$ cat src/rtl/stack_arbiter.sv
// Two-requester round-robin arbiter in front of a single push/pop stack port.
// Latency: gnt and stack strobe 1 cycle after req, done/err 3 cycles after; one transaction per 4 cycles.
module stack_arbiter #(
  parameter int DATA_WIDTH  = 4,
  parameter int STACK_DEPTH = 16
) (
  input  logic                  clk,
  input  logic                  rst,
  input  logic                  req0,
  input  logic                  req1,
  input  logic                  op0,
  input  logic                  op1,
  input  logic [DATA_WIDTH-1:0] wdata0,
  input  logic [DATA_WIDTH-1:0] wdata1,
  output logic                  gnt0,
  output logic                  gnt1,
  output logic                  done0,
  output logic                  done1,
  output logic [DATA_WIDTH-1:0] rdata,
  output logic                  err,
  output logic                  stack_push,
  output logic                  stack_pop,
  output logic [DATA_WIDTH-1:0] stack_din,
  input  logic [DATA_WIDTH-1:0] stack_dout,
  input  logic                  stack_full,
  input  logic                  stack_empty
);

  // The depth belongs to the attached stack; only its sanity is checked here.
  if (STACK_DEPTH < 1) begin : g_bad_depth
    $error("STACK_DEPTH must be at least 1");
  end

  typedef enum logic [1:0] {
    ST_IDLE  = 2'd0,
    ST_ISSUE = 2'd1,
    ST_WAIT  = 2'd2,
    ST_RESP  = 2'd3
  } state_t;

  state_t                r_state;
  logic                  r_last;
  logic                  r_id;
  logic                  r_op;
  logic [DATA_WIDTH-1:0] r_wdata;
  logic                  r_reject;
  logic                  r_popped;
  logic [DATA_WIDTH-1:0] r_pop_dat;
  logic [DATA_WIDTH-1:0] r_rdata;
  logic                  r_gnt0;
  logic                  r_gnt1;
  logic                  r_done0;
  logic                  r_done1;
  logic                  r_err;

  logic                  w_win;
  logic                  w_issue;
  logic                  w_reject;

  // On a tie the requester that was not granted last time wins.
  assign w_win    = (req0 && req1) ? ~r_last : req1;
  assign w_issue  = (r_state == ST_ISSUE) && !rst;
  assign w_reject = r_op ? stack_empty : stack_full;

  // Strobes look at the stack flags live in the ISSUE cycle.
  assign stack_push = w_issue && !r_op && !stack_full;
  assign stack_pop  = w_issue &&  r_op && !stack_empty;
  assign stack_din  = stack_push ? r_wdata : '0;

  assign gnt0  = r_gnt0  && !rst;
  assign gnt1  = r_gnt1  && !rst;
  assign done0 = r_done0 && !rst;
  assign done1 = r_done1 && !rst;
  assign err   = r_err   && !rst;
  assign rdata = r_rdata;

  always_ff @(posedge clk) begin
    if (rst) begin
      r_state   <= ST_IDLE;
      r_last    <= 1'b1;
      r_id      <= 1'b0;
      r_op      <= 1'b0;
      r_wdata   <= '0;
      r_reject  <= 1'b0;
      r_popped  <= 1'b0;
      r_pop_dat <= '0;
      r_rdata   <= '0;
      r_gnt0    <= 1'b0;
      r_gnt1    <= 1'b0;
      r_done0   <= 1'b0;
      r_done1   <= 1'b0;
      r_err     <= 1'b0;
    end else begin
      r_gnt0  <= 1'b0;
      r_gnt1  <= 1'b0;
      r_done0 <= 1'b0;
      r_done1 <= 1'b0;
      r_err   <= 1'b0;
      case (r_state)
        ST_IDLE: begin
          if (req0 || req1) begin
            r_id    <= w_win;
            r_op    <= w_win ? op1 : op0;
            r_wdata <= w_win ? wdata1 : wdata0;
            r_last  <= w_win;
            r_gnt0  <= ~w_win;
            r_gnt1  <= w_win;
            r_state <= ST_ISSUE;
          end
        end
        ST_ISSUE: begin
          r_reject <= w_reject;
          r_popped <= stack_pop;
          r_state  <= ST_WAIT;
        end
        ST_WAIT: begin
          // Stack read data is valid now; hold it until the response cycle.
          r_pop_dat <= stack_dout;
          r_done0   <= ~r_id;
          r_done1   <= r_id;
          r_err     <= r_reject;
          r_state   <= ST_RESP;
        end
        ST_RESP: begin
          if (r_popped) begin
            r_rdata <= r_pop_dat;
          end
          r_state <= ST_IDLE;
        end
        default: r_state <= ST_IDLE;
      endcase
    end
  end

endmodule

$ cat config.mk
export PLATFORM = sky130hd
export DESIGN_NAME = stack_arbiter
export DESIGN_NICKNAME = d
export VERILOG_FILES = /design/src/rtl/stack_arbiter.sv
export SDC_FILE = /design/constraint.sdc
export NUM_CORES = 1
export LEC_CHECK = 0
export CORE_MARGIN = 1
export CORE_UTILIZATION = 30
export CTS_CLUSTER_DIAMETER = 200
export CTS_CLUSTER_SIZE = 20
export DETAILED_ROUTE_END_ITERATION = 10
export GPL_ROUTABILITY_DRIVEN = 0
export GPL_TIMING_DRIVEN = 0
export HOLD_SLACK_MARGIN = 0.03
export PLACE_DENSITY = 0.53
export REMOVE_ABC_BUFFERS = 1
export SLEW_MARGIN = 10
export SYNTH_ARGS = -nofsm -noshare
export SYNTH_HDL_FRONTEND = slang
export SYNTH_SLANG_ARGS = --single-unit
$ cat constraint.sdc
create_clock -name clk -period 4.3 [get_ports clk]
set_input_delay 1.075 -clock clk [delete_from_list [all_inputs] [get_ports clk]]
set_output_delay 1.075 -clock clk [all_outputs]
set_load 0.02 [all_outputs]
# == Word-level counts from Yosys, hierarchy flattened ==
# Cells that the tools add are included.
# totals
register_bits,24
latchBits,0
romBits,0
mem_bits_rw,0
wordCells,52
mem_count,0
out_inout_bits,15
# op_classes
n_mul,0
reduce_logical,21
n_eq_ne,4
n_bitwise,6
n_addsub,0
shift,0
n_div,0
mux,7
magnitude_cmp,0
# op_table
cell,count
$logic_and 1x1->1,11
$mux 4,2
$pmux 2 s4,1
$not 1->1,6
$eq 2x2->1 const B,2
$logic_not 1->1,4
$reduce_and 2->1,2
$mux 1,3
$reduce_or 3->1,1
$eq 2x1->1 const B,1
$logic_not 2->1,1
$mux 2,1
$ne 2x2->1 const B,1
$reduce_or 2->1,1
$logic_or 1x1->1,1

# == Logic depth before layout (Yosys ltp) ==
# logic_depth
depth_word,5
mapped_depth,6

# == Worst setup path after synthesis ==
# Ideal clock, no wire load.
# synth_path
kind,input to output
startpoint,input rst
endpoint,output stack_din[0]
cell_stages,2
path_slack_ns,0.846
t_required_ns,3.225
arrival_ns,2.379
path_cell_list,nor4b_1 -> and2_1
# synth_between
elab_chain_cells,5
# synth_rtl
item,line_no,text
start: declaration,8,"input logic rst,"
$logic_not 1->1,62,assign w_issue = (r_state == ST_ISSUE) && !rst;
$logic_and 1x1->1,62,
$logic_and 1x1->1 (2 in a row),66,assign stack_push = w_issue && !r_op && !stack_full;
$mux 4,68,assign stack_din = stack_push ? r_wdata : '0;
end: declaration,23,"output logic [DATA_WIDTH-1:0] stack_din,"
# Every way passes these cells.

# == Worst setup path in the final report ==
# layout_path
startpoint,input rst
endpoint,output stack_din[2]
# Same word-level chain as after synthesis.

==> flow_results.xml <==
<?xml version="1.0" encoding="UTF-8"?>
<metrics>
  <group name="status">
    <metric name="status" unit="">finished clean</metric>
  </group>
  <group name="floorplanning">
    <metric name="placementRows" unit="">20</metric>
    <metric name="core-area" unit="µm²">3130</metric>
    <metric name="io_pins" unit="">35</metric>
    <metric name="start_util" unit="">0.326</metric>
    <metric name="die_height" unit="µm">60.3</metric>
    <metric name="fp.dieArea" unit="µm²">3630</metric>
    <metric name="die_width" unit="µm">60.3</metric>
  </group>
  <group name="logic_synthesis">
    <metric name="synth.yosys.seq_area_share" unit="">0.472</metric>
    <metric name="cell_count_after_synthesis" unit="">107</metric>
    <metric name="netlist-cell-type-count" unit="">25</metric>
    <metric name="synth_top_area_frac" unit="">0.472</metric>
    <metric name="synthTopCellsByArea" unit="">sky130_fd_sc_hd__dfxtp_1, sky130_fd_sc_hd__mux2i_1, sky130_fd_sc_hd__a211oi_1</metric>
    <metric name="postSynth.asyncResetShare" unit="">0</metric>
    <metric name="synth-main-ff-cell" unit="">sky130_fd_sc_hd__dfxtp_1</metric>
    <metric name="ys.warnings.count" unit="">0</metric>
    <metric name="synth-edff-count" unit="">0</metric>
    <metric name="avgSynthCellArea" unit="µm²">9.52</metric>
    <metric name="synth_seq_cells" unit="">24</metric>
    <metric name="mappedNetlistArea" unit="µm²">1020</metric>
    <metric name="synth.largest_area_cell" unit="">sky130_fd_sc_hd__dfxtp_1</metric>
  </group>
  <group name="route">
    <metric name="drt-pass1-iter-count" unit="">4</metric>
    <metric name="antenna_viol_nets_final" unit="">0</metric>
    <metric name="route.detailed.vias_per_inst" unit="">4.56</metric>
    <metric name="post_drt_wl_per_cell" unit="µm">10.8</metric>
    <metric name="detailedRoute.firstIterationViolations" unit="">28</metric>
    <metric name="aggregate_routed_wire_length" unit="mm">1.98</metric>
    <metric name="detailroute.via_count" unit="">834</metric>
    <metric name="post-route-drc-count" unit="">0</metric>
  </group>
  <group name="power">
    <metric name="ir_drop" unit="V">0.000158</metric>
    <metric name="leakage" unit="µW">0.000530</metric>
    <metric name="power.density_cell_area" unit="nW/µm²">442</metric>
  </group>
  <group name="global_routing">
    <metric name="grt_max_degree" unit="">32</metric>
    <metric name="antenna_found_initial" unit="">0</metric>
    <metric name="grt_first_pass_wirelength" unit="mm">3.35</metric>
    <metric name="grt.total_usage" unit="">0.123</metric>
    <metric name="globalRouteOverflowTotal" unit="">0</metric>
    <metric name="grt_pass1_vias" unit="">791</metric>
  </group>
  <group name="timing">
    <metric name="setup_repair_after_global_routing_missed_its_margin" unit="">no</metric>
    <metric name="slew_viol_final" unit="">0</metric>
    <metric name="final-hold-violation-count" unit="">0</metric>
    <metric name="tightest_slew" unit="ns">1.06</metric>
    <metric name="timing.fmax" unit="MHz">242</metric>
    <metric name="period_minus_slack" unit="ns">4.14</metric>
    <metric name="finalCritPeriodShare" unit="">0.963</metric>
    <metric name="report.final.setup_viol" unit="">0</metric>
    <metric name="finalClockSkew" unit="ns">0.00317</metric>
    <metric name="final_sum_of_negative_setup_slack" unit="ns">0</metric>
    <metric name="maxSlewHeadroom" unit="">0.295</metric>
  </group>
  <group name="hold_path">
    <metric name="cell_depth_of_the_worst_min_delay_path" unit="">1</metric>
    <metric name="min-delay-path-class" unit="">flip-flop to flip-flop</metric>
    <metric name="min_from" unit="">r_id</metric>
  </group>
  <group name="clock_tree">
    <metric name="cts.sinks" unit="">24</metric>
    <metric name="tritoncts" unit="">built</metric>
    <metric name="cts_max_path_buffers" unit="">2</metric>
    <metric name="insertion_delay" unit="ns">0.29</metric>
    <metric name="cts_setup_buffers" unit="">0</metric>
    <metric name="tritoncts.num_buffers" unit="">3</metric>
    <metric name="clkTransAtPathRegs" unit="ns">0.12</metric>
    <metric name="root_buffer" unit="">sky130_fd_sc_hd__clkbuf_4</metric>
    <metric name="cts-htree-levels" unit="">1</metric>
  </group>
  <group name="layout">
    <metric name="layout.cells.non_filler" unit="">183</metric>
    <metric name="nNetsFinal" unit="">165</metric>
    <metric name="area_delta_synth_final" unit="%">39.6</metric>
    <metric name="layout_common_cells" unit="">sky130_fd_sc_hd__clkdlybuf4s50_1, sky130_fd_sc_hd__dfxtp_1, sky130_fd_sc_hd__nor2_1, sky130_fd_sc_hd__mux2i_1</metric>
    <metric name="drive_above_1_share" unit="">0.0432</metric>
    <metric name="antenna_cells" unit="">0</metric>
    <metric name="layout.cells.most_common" unit="">sky130_fd_sc_hd__clkdlybuf4s50_1</metric>
  </group>
  <group name="run">
    <metric name="cap_viol_max_count" unit="">0</metric>
  </group>
  <group name="critical_path">
    <metric name="cell_chain_of_the_critical_path" unit="">dlygate4sd2_1, nor4b_2, and2_1, clkdlybuf4s50_1</metric>
    <metric name="critical_path.max_fanout" unit="">31</metric>
    <metric name="critPathCaptureType" unit="">output pin</metric>
    <metric name="setup.worst_path.start" unit="">rst</metric>
    <metric name="required" unit="ns">3.22</metric>
    <metric name="crit_path_max_incr_delay" unit="ns">0.61</metric>
    <metric name="cp_slowest_cell" unit="">sky130_fd_sc_hd__clkdlybuf4s50_1</metric>
    <metric name="worst-setup-path-type" unit="">input pin to output pin</metric>
    <metric name="critPathLaunchType" unit="">input pin</metric>
    <metric name="timing.reg2reg.worst_path_depth" unit="">5</metric>
    <metric name="beginning_of_the_worst_register_to_register_path" unit="">r_state[0]</metric>
    <metric name="worst_ep_arrival_time" unit="ns">3.06</metric>
  </group>
  <group name="placement">
    <metric name="dp.final_hpwl" unit="mm">1.49</metric>
    <metric name="portBuffers" unit="">34</metric>
    <metric name="dpl.cell_count" unit="">180</metric>
  </group>
</metrics>
==> cell type report <==
class,count,area (µm²)
Fill cell,340,1710
Multi-Input combinational cell,76,517
Sequential cell,24,480
Timing Repair Buffer,34,339
Tap cell,44,55.1
Clock buffer,3,22.5
Inverter,2,7.51
==> kinds of logic after synthesis <==
| group | count (synthesis) | synth area share |
|---|---|---|
| AO/OA/AOI/OAI | 18 | 0.125 |
| adder cells (fa/ha/maj) | 4 | 0.0491 |
| buffers and inverters | 7 | 0.0270 |
| flip-flops | 24 | 0.472 |
| AND/OR/NAND/NOR | 43 | 0.219 |
| multiplexers | 11 | 0.108 |
==> Yosys cell counts (2+ instances only) <==
library cell,number
sky130_fd_sc_hd__dfxtp_1,24
sky130_fd_sc_hd__nor3_1,2
sky130_fd_sc_hd__buf_1,2
sky130_fd_sc_hd__nand2_1,7
sky130_fd_sc_hd__ha_1,4
sky130_fd_sc_hd__clkbuf_1,2
sky130_fd_sc_hd__a21oi_1,6
sky130_fd_sc_hd__mux2i_1,11
sky130_fd_sc_hd__nor2_1,14
sky130_fd_sc_hd__nor3b_1,2
sky130_fd_sc_hd__inv_1,2
sky130_fd_sc_hd__and2_1,4
sky130_fd_sc_hd__a211oi_1,7
sky130_fd_sc_hd__and3b_1,2
sky130_fd_sc_hd__nand3_1,4
sky130_fd_sc_hd__nor2b_1,5
==> sequential cells by signal, summed over array words and instances (netlist names) <==
signal,flops
r_last,1
r_reject,1
r_op,1
rdata,4
r_wdata,4
r_gnt1,1
r_done1,1
r_gnt0,1
r_err,1
r_state,2
r_popped,1
r_pop_dat,4
r_done0,1
r_id,1
==> critical path, delay by kind of cell <==
family                 cells  cell delay, ns
buffers and inverters      2            1.19
and+or+nand+nor            2            0.80
==> repair_timing <==
item,CTS,global route
gates resized for setup,2,0
hold buffers,0,0
endpoints found under the setup margin,6,0
==> metrics by stage <==
stage                     hold WS, ns  worst slack, ns   util  cell area (µm²)  total power [µW]
final                           0.461            0.161  0.454             1420               628
after global routing            0.499           0.0451  0.454             1420               681
after CTS                       0.461            0.156  0.454             1420               641
after detailed placement        0.442           -0.549  0.446             1390               545
after global placement          0.428           -0.625  0.446             1390               537
after floorplan                 0.410            0.846      -              998               468
==> report_power, final <==
part | total, µW | internal (µW) | switching, µW | leakage [µW]
logic | 228 | 111 | 117 | 0.000319
registers | 308 | 274 | 34.0 | 0.000196
clock network | 92.1 | 32.6 | 59.5 | 0.0000138
total | 628 | 418 | 210 | 0.000530
==> metal layers <==
layer  vias up  share of wire  global-route usage
li1        435              -                   -
met1       372           0.45               0.142
met2        25           0.49               0.220
met3         2          0.055              0.0303
met4         0         0.0061              0.0399
met5         -              0                   0
==> worst paths after layout <==
kind              slack, ns            to
hold / removal         0.46       r_done0
hold reg to reg        0.46       r_done0
setup reg to reg       2.80    r_wdata[3]
setup / recovery       0.16  stack_din[2]
Power figures use the tool's default switching activity.
